### config.mk
export PLATFORM = sky130hd
export DESIGN_NAME = fpu8_issue_seq
export DESIGN_NICKNAME = d
export VERILOG_FILES = /design/src/rtl/fpu8_issue_seq.sv
export SDC_FILE = /design/constraint.sdc
export NUM_CORES = 1
export LEC_CHECK = 0
export BUFFER_PORTS_ARGS = -buffer_cell sky130_fd_sc_hd__buf_2
export CAP_MARGIN = 20
export CORE_UTILIZATION = 57
export CTS_CLUSTER_DIAMETER = 30
export DETAILED_ROUTE_END_ITERATION = 12
export PLACE_DENSITY = 0.82
export SLEW_MARGIN = 20
export SYNTH_ARGS = -nofsm -noshare
export SYNTH_HDL_FRONTEND = slang
export SYNTH_SLANG_ARGS = --single-unit
### constraint.sdc
create_clock -name FP_CLK -period 3.5 [get_ports FP_CLK]
set_clock_uncertainty 0.05 [all_clocks]
set_input_delay 0.35 -clock FP_CLK [delete_from_list [all_inputs] [get_ports FP_CLK]]
set_output_delay 0.35 -clock FP_CLK [all_outputs]
set_load 0.02 [all_outputs]
### src/rtl/fpu8_issue_seq.sv
`default_nettype none
// ============================================================================
// Module   : fpu8_issue_seq
// Purpose  : Issue / result-capture stage in front of the combinational 8-bit
//            FPU. Accepts requests over valid/ready, registers operands onto
//            the FPU input bus, holds FP_Start for SETTLE_CYCLES, then captures
//            the FPU result and exception outputs into a small result FIFO.
//            Keeps one sticky flag per exception code.
// Ports    :
//   FP_CLK / FP_RST_N          clock, asynchronous active-low reset
//   REQ_VALID/READY/A/B/OP/RND/TAG   request channel
//   FP_Start, OP_A, OP_B, FP_OPERATION, FP_ROUND_MODE   FPU input bus
//   OP_RESULT, OP_IS_EXCEPTION, FP_Exception            FPU outputs
//   RSP_VALID/READY/RESULT/EXC/EXC_CODE/TAG             response (FIFO head)
//   STICKY_EXC / STICKY_CLR    sticky exception flags and their clear
//   BUSY                       high while an op is being driven
//   RES_COUNT                  result FIFO occupancy
// Revision : 1.0 - initial release
// ============================================================================
module fpu8_issue_seq #(
  parameter int SETTLE_CYCLES = 2,
  parameter int RES_DEPTH     = 4,
  parameter int TAG_W         = 2
) (
  input  logic                         FP_CLK,
  input  logic                         FP_RST_N,
  input  logic                         REQ_VALID,
  output logic                         REQ_READY,
  input  logic [7:0]                   REQ_A,
  input  logic [7:0]                   REQ_B,
  input  logic [1:0]                   REQ_OP,
  input  logic                         REQ_RND,
  input  logic [TAG_W-1:0]             REQ_TAG,
  output logic                         FP_Start,
  output logic [7:0]                   OP_A,
  output logic [7:0]                   OP_B,
  output logic [1:0]                   FP_OPERATION,
  output logic                         FP_ROUND_MODE,
  input  logic [7:0]                   OP_RESULT,
  input  logic                         OP_IS_EXCEPTION,
  input  logic [1:0]                   FP_Exception,
  output logic                         RSP_VALID,
  input  logic                         RSP_READY,
  output logic [7:0]                   RSP_RESULT,
  output logic                         RSP_EXC,
  output logic [1:0]                   RSP_EXC_CODE,
  output logic [TAG_W-1:0]             RSP_TAG,
  output logic [3:0]                   STICKY_EXC,
  input  logic                         STICKY_CLR,
  output logic                         BUSY,
  output logic [$clog2(RES_DEPTH):0]   RES_COUNT
);

  localparam int c_ptr_w = $clog2(RES_DEPTH);
  localparam int c_cnt_w = c_ptr_w + 1;
  localparam logic [c_cnt_w-1:0] c_depth = c_cnt_w'(RES_DEPTH);
  localparam logic [3:0] c_settle_load = 4'(SETTLE_CYCLES - 1);

  typedef enum logic [0:0] {
    S_IDLE  = 1'b0,
    S_DRIVE = 1'b1
  } state_t;

  state_t r_state;
  state_t w_next_state;

  logic [3:0]         r_settle;
  logic [TAG_W-1:0]   r_tag;
  logic               w_accept;
  logic               w_capture;
  logic               w_pop;
  logic [3:0]         w_sticky_set;

  logic [7:0]         r_mem_res  [RES_DEPTH];
  logic               r_mem_exc  [RES_DEPTH];
  logic [1:0]         r_mem_code [RES_DEPTH];
  logic [TAG_W-1:0]   r_mem_tag  [RES_DEPTH];
  logic [c_ptr_w-1:0] r_wr_ptr;
  logic [c_ptr_w-1:0] r_rd_ptr;
  logic [c_cnt_w-1:0] r_count;
  logic [3:0]         r_sticky;

  // --------------------------------------------------------------------------
  // Control FSM
  // --------------------------------------------------------------------------
  always_ff @(posedge FP_CLK or negedge FP_RST_N) begin
    if (!FP_RST_N) begin
      r_state <= S_IDLE;
    end else begin
      r_state <= w_next_state;
    end
  end

  always_comb begin
    w_next_state = r_state;
    w_accept     = 1'b0;
    w_capture    = 1'b0;
    REQ_READY    = 1'b0;
    case (r_state)
      S_IDLE: begin
        // A free slot is reserved at accept, so the capture can never overflow.
        REQ_READY = (r_count < c_depth);
        if (REQ_VALID && REQ_READY) begin
          w_accept     = 1'b1;
          w_next_state = S_DRIVE;
        end
      end
      S_DRIVE: begin
        if (r_settle == 4'd0) begin
          w_capture    = 1'b1;
          w_next_state = S_IDLE;
        end
      end
      default: w_next_state = S_IDLE;
    endcase
  end

  assign FP_Start = (r_state == S_DRIVE);
  assign BUSY     = (r_state == S_DRIVE);

  // --------------------------------------------------------------------------
  // Operand registers, tag latch and settle counter
  // --------------------------------------------------------------------------
  always_ff @(posedge FP_CLK or negedge FP_RST_N) begin
    if (!FP_RST_N) begin
      OP_A          <= 8'h00;
      OP_B          <= 8'h00;
      FP_OPERATION  <= 2'b00;
      FP_ROUND_MODE <= 1'b0;
      r_tag         <= '0;
      r_settle      <= 4'd0;
    end else if (w_accept) begin
      OP_A          <= REQ_A;
      OP_B          <= REQ_B;
      FP_OPERATION  <= REQ_OP;
      FP_ROUND_MODE <= REQ_RND;
      r_tag         <= REQ_TAG;
      r_settle      <= c_settle_load;
    end else if (r_state == S_DRIVE && r_settle != 4'd0) begin
      r_settle      <= r_settle - 4'd1;
    end
  end

  // --------------------------------------------------------------------------
  // Result FIFO
  // --------------------------------------------------------------------------
  assign w_pop = (r_count != '0) && RSP_READY;

  always_ff @(posedge FP_CLK or negedge FP_RST_N) begin
    if (!FP_RST_N) begin
      for (int i = 0; i < RES_DEPTH; i++) begin
        r_mem_res[i]  <= 8'h00;
        r_mem_exc[i]  <= 1'b0;
        r_mem_code[i] <= 2'b00;
        r_mem_tag[i]  <= '0;
      end
      r_wr_ptr <= '0;
      r_rd_ptr <= '0;
      r_count  <= '0;
    end else begin
      if (w_capture) begin
        r_mem_res[r_wr_ptr]  <= OP_RESULT;
        r_mem_exc[r_wr_ptr]  <= OP_IS_EXCEPTION;
        // The code is meaningless without the exception flag; store it masked.
        r_mem_code[r_wr_ptr] <= OP_IS_EXCEPTION ? FP_Exception : 2'b00;
        r_mem_tag[r_wr_ptr]  <= r_tag;
        r_wr_ptr             <= r_wr_ptr + 1'b1;
      end
      if (w_pop) begin
        r_rd_ptr <= r_rd_ptr + 1'b1;
      end
      case ({w_capture, w_pop})
        2'b10:   r_count <= r_count + 1'b1;
        2'b01:   r_count <= r_count - 1'b1;
        default: r_count <= r_count;
      endcase
    end
  end

  assign RSP_VALID    = (r_count != '0);
  assign RSP_RESULT   = r_mem_res[r_rd_ptr];
  assign RSP_EXC      = r_mem_exc[r_rd_ptr];
  assign RSP_EXC_CODE = r_mem_code[r_rd_ptr];
  assign RSP_TAG      = r_mem_tag[r_rd_ptr];
  assign RES_COUNT    = r_count;

  // --------------------------------------------------------------------------
  // Sticky exception flags: a set on the same edge as a clear survives.
  // --------------------------------------------------------------------------
  assign w_sticky_set = (w_capture && OP_IS_EXCEPTION) ? (4'b0001 << FP_Exception) : 4'b0000;

  always_ff @(posedge FP_CLK or negedge FP_RST_N) begin
    if (!FP_RST_N) begin
      r_sticky <= 4'b0000;
    end else begin
      r_sticky <= (STICKY_CLR ? 4'b0000 : r_sticky) | w_sticky_set;
    end
  end

  assign STICKY_EXC = r_sticky;

endmodule
`default_nettype wire

Word-level counts from Yosys, hierarchy flattened
Index checks and enable logic that the tools add are counted.
- word-level logic and storage cells: 88
- input bits: 37
- flip-flop bits (word level): 89
- output and inout bits: 43
- bitwise logic cells: 4
- equal/unequal tests: 2
- shift-type cells: 1
- reductions and logical operators: 10
- mux-type cells: 35
- $add $sub $neg: 5
- magnitude comparators: 4
- operators with widths (cell ; number):
    32-bit bitwise mux ; 1
    8-bit 2-to-1 mux ; 3
    8-bit binary-select mux with 2-bit select ; 1
    8-bit bitwise mux ; 2
    8-bit demux with 2-bit select ; 1
    4-bit 2-to-1 mux ; 4
    2-bit 2-to-1 mux ; 6
    1-bit 2-to-1 mux ; 9
    2-bit binary-select mux with 2-bit select ; 2
    3-bit greater-or-equal comparator, second input constant ; 2
    2-bit NOT with 3-bit output ; 2
    3-bit one-hot mux with 2 select lines ; 1
    1-bit logical AND ; 5
    2-bit by 1-bit adder with 2-bit output, second input constant ; 2
    4-bit bitwise mux ; 1
    2-bit demux with 2-bit select ; 1
    4-bit logical NOT ; 1
    4-bit bitwise OR ; 1
    2-bit nonzero test ; 2
    4-bit nonzero test ; 1
    1-bit by 2-bit << shifter with 4-bit output, first input constant ; 1
    4-bit by 1-bit subtractor with 4-bit output, second input constant ; 1
    3-bit by 1-bit adder with 3-bit output, second input constant ; 1
    3-bit by 1-bit less-than comparator with 1-bit output, second input constant ; 1
    other kinds (9) ; 9

Longest topological paths before layout
- word-level depth: 6
- gate-level depth with buffers: 11
- gate-level depth less buffers: 10

Least setup slack after synthesis
No wires, ideal clock.
- path type: reg2reg
- start: register r_settle[0]
- end: register r_count[2], in the netlist RES_COUNT[2]
- path slack: 1.324 ns
- buffers on the path: 1
- data required time: 3.370 ns
- stages on the path, launching flop included: 12
- clock period less this slack: 2.176 ns
- library setup time: 0.080 ns
- arrival time: 2.046 ns
- cells stage by stage: dfrtp_1 -> inv_1 -> ha_1 -> and4bb_1 -> buf_6 -> inv_1 -> ha_1 -> inv_1 -> fa_1 -> xor2_1 -> nor2_1 -> xor2_1
- longest elaborated chain between the ends: 5
- elaborated cells between the ends (all ways): 7
- those cells by class: 2 x eq/ne; 3 x mux; 2 x reduce/logical
- ends and longest elaborated chain (what ; line ; RTL):
    start, declared ; 67 ; logic [3:0] r_settle;
    start signal, assigned ; 138 ; r_settle <= c_settle_load;
    start signal, assigned ; 140 ; r_settle <= r_settle - 4'd1;
    4-bit logical NOT (*) ; 109 ; if (r_settle == 4'd0) begin
    1-bit 2-to-1 mux (*) ; 109 ;
    1-bit 2-to-1 mux (*) ; 99 ; case (r_state)
    2-bit by 1-bit == test with 1-bit output / 2-bit == test (equally long branches) ; 172 ; case ({w_capture, w_pop})
    3-bit one-hot mux with 2 select lines / 2-bit nonzero test (equally long branches) ; -- ;
    end signal, assigned ; 173 ; 2'b10: r_count <= r_count + 1'b1;
    end signal, assigned ; 174 ; 2'b01: r_count <= r_count - 1'b1;
    end signal, assigned ; 175 ; default: r_count <= r_count;
    end, declared ; 80 ; logic [c_cnt_w-1:0] r_count;
Mark *: on every way between the ends. The rest lies on a longest branch, timed or not.
A chain may end at the register's enable or synchronous reset.

Worst setup path after layout
- start: register r_rd_ptr[0]
- end: output RSP_EXC_CODE[0]
- longest elaborated chain between the ends: 4
- ends and longest elaborated chain (what ; line ; RTL):
    start, declared ; 79 ; logic [c_ptr_w-1:0] r_rd_ptr;
    start signal, assigned ; 170 ; r_rd_ptr <= r_rd_ptr + 1'b1;
    2-bit NOT with 3-bit output (implied by the code) ; 183 ; assign RSP_EXC_CODE = r_mem_code[r_rd_ptr];
    2-bit binary-select mux with 2-bit select ; 183 ;
    2-bit 2-to-1 mux (implied by the code) (2 in series) ; 183 ;
    end, declared ; 46 ; output logic [1:0] RSP_EXC_CODE,
Every way passes these cells. The select of a mux whose other input is x is not followed.

==> results.py <==
metrics = {
    "clock_network": {
        "clkTransAtPathRegs_ns": 0.10,
        "clock_path_buffers": 2,
        "cts_num_sinks": 89,
        "htreeDepth": 3,
        "cts_tree": "done",
        "cts.root.buffer_cell": "clkbuf_8",
        "cts_buffers": 9,
        "clock_latency_ns": 0.36,
        "cts_setup_buffers": 0,
    },
    "synthesis": {
        "synth_top_area_share_pct": 54.8,
        "synth-edff-count": 0,
        "ys.flop_type": "dfrtp_1",
        "synthCells": 252,
        "ys_ff_latch": 89,
        "synth_warnings": 0,
        "synth-seq-area-share_pct": 54.8,
        "syn_avg_cell_area_sq_um": 16.1,
        "synth_top_area_cell": "dfrtp_1",
        "syn-cell-area_sq_um": 4060,
        "synth.distinct_cells": 29,
        "synth_area_leaders": "dfrtp_1 55%, mux2_4 15%, mux2_2 9.1%",
        "syn_nets": 297,
        "ys_async_sr_fraction_pct": 100,
    },
    "hold_path": {
        "min_path_cells": 2,
        "hold_class": "in2reg",
    },
    "drt": {
        "drtIter0Drc": 88,
        "drcViolationCount": 0,
        "drt_wl_total_mm": 7.07,
        "via_per_inst": 5.33,
        "num_vias": 2323,
        "ant_nets": 0,
        "drtPass1Iterations": 4,
        "post_drt_wl_per_cell_um": 16.2,
    },
    "place": {
        "place_area_sq_um": 4520,
        "io_buffers": 79,
        "place_congestion": 0.714,
        "dpl_worst_slack_ns": 1.03,
        "hpwl_mm": 4.80,
    },
    "critical_path": {
        "crit_required_ns": 3.10,
        "cp.arrival_ns": 2.12,
        "worstSetupEndpointType": "primary output",
        "start_kind": "flip-flop",
        "cp_max_fo": 15,
        "reg2regPathDepth": 8,
        "criticalPathCategory": "reg2out",
    },
    "final_layout": {
        "antenna_cells": 0,
        "drive_gt1_share_pct": 55.9,
        "area_growth_pct": 16.1,
        "fin_area_sq_um": 4720,
        "num-nets-final": 380,
        "num-fill-cells": 466,
    },
    "sta": {
        "max-slew-margin-rel_pct": 37.8,
        "setup_tns_ns": 0,
        "fmax_mhz": 397,
        "postLayoutSetupSlackWorst_ns": 0.982,
        "worstMarginPinSlew_ns": 0.933,
        "setup_violations": 0,
        "finalCritPeriodShare_pct": 71.9,
        "rsz0062_at_grt": "no",
        "fin_crit_ns": 2.52,
        "drv_slew": 0,
        "hold_viol": 0,
    },
    "floorplan": {
        "start_util_pct": 59.5,
        "fp.dieH_um": 86.4,
        "rows": 30,
        "dieArea_sq_um": 7470,
        "io_pins": 80,
        "die_x_um": 86.4,
        "core_sq_um": 6830,
    },
    "power": {
        "finalPower_w": 0.00460,
        "peakVddDrop_uv": 522,
        "p_leak_nw": 2.37,
        "power_density_nw_per_um2": 975,
    },
    "grt": {
        "grt_antenna_before_repair": 0,
        "grt_max_degree": 40,
        "grt_pass1_vias": 2518,
        "gr-total-overflow": 0,
        "grt_usage_pct": 21.6,
        "grt_pass1_wl_mm": 12.1,
    },
    "flow_run": {
        "cap_violations": 0,
    },
    "status": {
        "status": "completed",
    },
}
## logic make-up (layout without fill, tap and decap cells)
family	after synthesis	count (layout)	share of synthesized area, %
flip-flops	89	89	54.8
AO/OA/AOI/OAI	10	10	1.79
AND/OR/NAND/NOR	26	26	4.07
multiplexers	89	89	31.9
XOR/XNOR	6	6	1.29
buffers and inverters	24	112	3.51
adder cells (fa/ha/maj)	8	8	2.65
## per-stage QoR
step | cells | utilization (%) | hold slack, ns
after global routing | 436 | 69.1 | 0.149
after CTS | 436 | 69.1 | 0.145
after global placement | 419 | 66.1 | 0.241
final | 436 | 69.1 | 0.164
after floorplan | 252 | - | 0.00441
after detailed placement | 419 | 66.1 | 0.243
## cell usage after synthesis, types with 2 or more instances
master	number
buf_6	5
mux2_2	33
nand2_4	4
mux2i_1	3
buf_4	3
xnor2_1	3
xor2_1	3
o32ai_1	2
dfrtp_1	89
buf_2	3
nand2_1	7
mux4_2	13
o21ai_0	2
mux2_4	40
and2_1	2
ha_1	7
nor2_1	6
o22ai_1	2
inv_1	13
nand2b_1	3
## per-layer routing
metal  track usage, %  routed length [um]  part of all wire, %
met4             7.73                 115                  1.6
met5                0                   0                    0
met1             28.3                3140                   44
met3             6.86                 400                  5.7
met2             34.3                3410                   48
## report_power, final
part	total, W	internal (W)	switching (W)
combinational	0.00201	0.00110	0.000911
clock	0.000689	0.000281	0.000408
sequential	0.00190	0.00152	0.000386
## cell type report
type	instances	area, sq um	area share (%)
Sequential cell	89	2230	47.2
Tap cell	96	120	2.55
Timing Repair Buffer	83	430	9.12
Inverter	13	48.8	1.03
Clock inverter	7	68.8	1.46
Multi-Input combinational cell	139	1700	36.0
Clock buffer	9	124	2.63
## final timing paths
| kind | slack, ns | endpoint | from |
|---|---|---|---|
| worst max-delay path | 0.98 | RSP_EXC_CODE[0] | r_rd_ptr[0] |
| worst min-delay path | 0.16 | OP_A[6] | REQ_A[6] |
| worst max register to register | 1.00 | RES_COUNT[1] | r_settle[0] |
| worst min register to register | 0.46 | OP_B[2] | OP_B[2] |
| max in group asynchronous | 2.19 | r_mem_res[8] | FP_RST_N |
| min in group asynchronous | 0.39 | r_mem_res[23] | FP_RST_N |
## registers in the layout, indices dropped and copies added, names as in the netlist, 2 cells and up
register	flops
r_mem_res	32
OP_A	8
OP_B	8
r_mem_code	8
r_mem_tag	8
STICKY_EXC	4
r_mem_exc	4
r_settle	4
RES_COUNT	3
FP_OPERATION	2
r_rd_ptr	2
r_tag	2
r_wr_ptr	2
## layout by cell type (no fill, tap or decap), drive strengths merged
cell         netlist  routed
a211o              1       1
a21bo              1       1
a21oi              1       1
and2               2       2
and4bb             1       1
buf               11      82
clkbuf             0       9
clkinv             0       2
dfrtp             89      89
dlygate4sd3        0       1
fa                 1       1
ha                 7       7
inv               13      18
mux2              73      73
mux2i              3       3
mux4              13      13
nand2             11      11
nand2b             3       3
nor2               6       6
nor3b              1       1
nor4b              1       1
o21ai              2       2
o22ai              2       2
o31a               1       1
o32ai              2       2
or3                1       1
xnor2              3       3
xor2               3       3
## timing repair
| action | in CTS | in global routing |
|---|---|---|
| hold buffers | 1 | 0 |
| hold endpoints to repair | 27 | 0 |
| resized for setup | 0 | 0 |
## critical path, stage by stage (launching register included)
cell and delay [ns]:
dfrtp_1 0.97, mux4_2 0.61, buf_2 0.18
No activity file was read; power rests on OpenSTA's default activity.
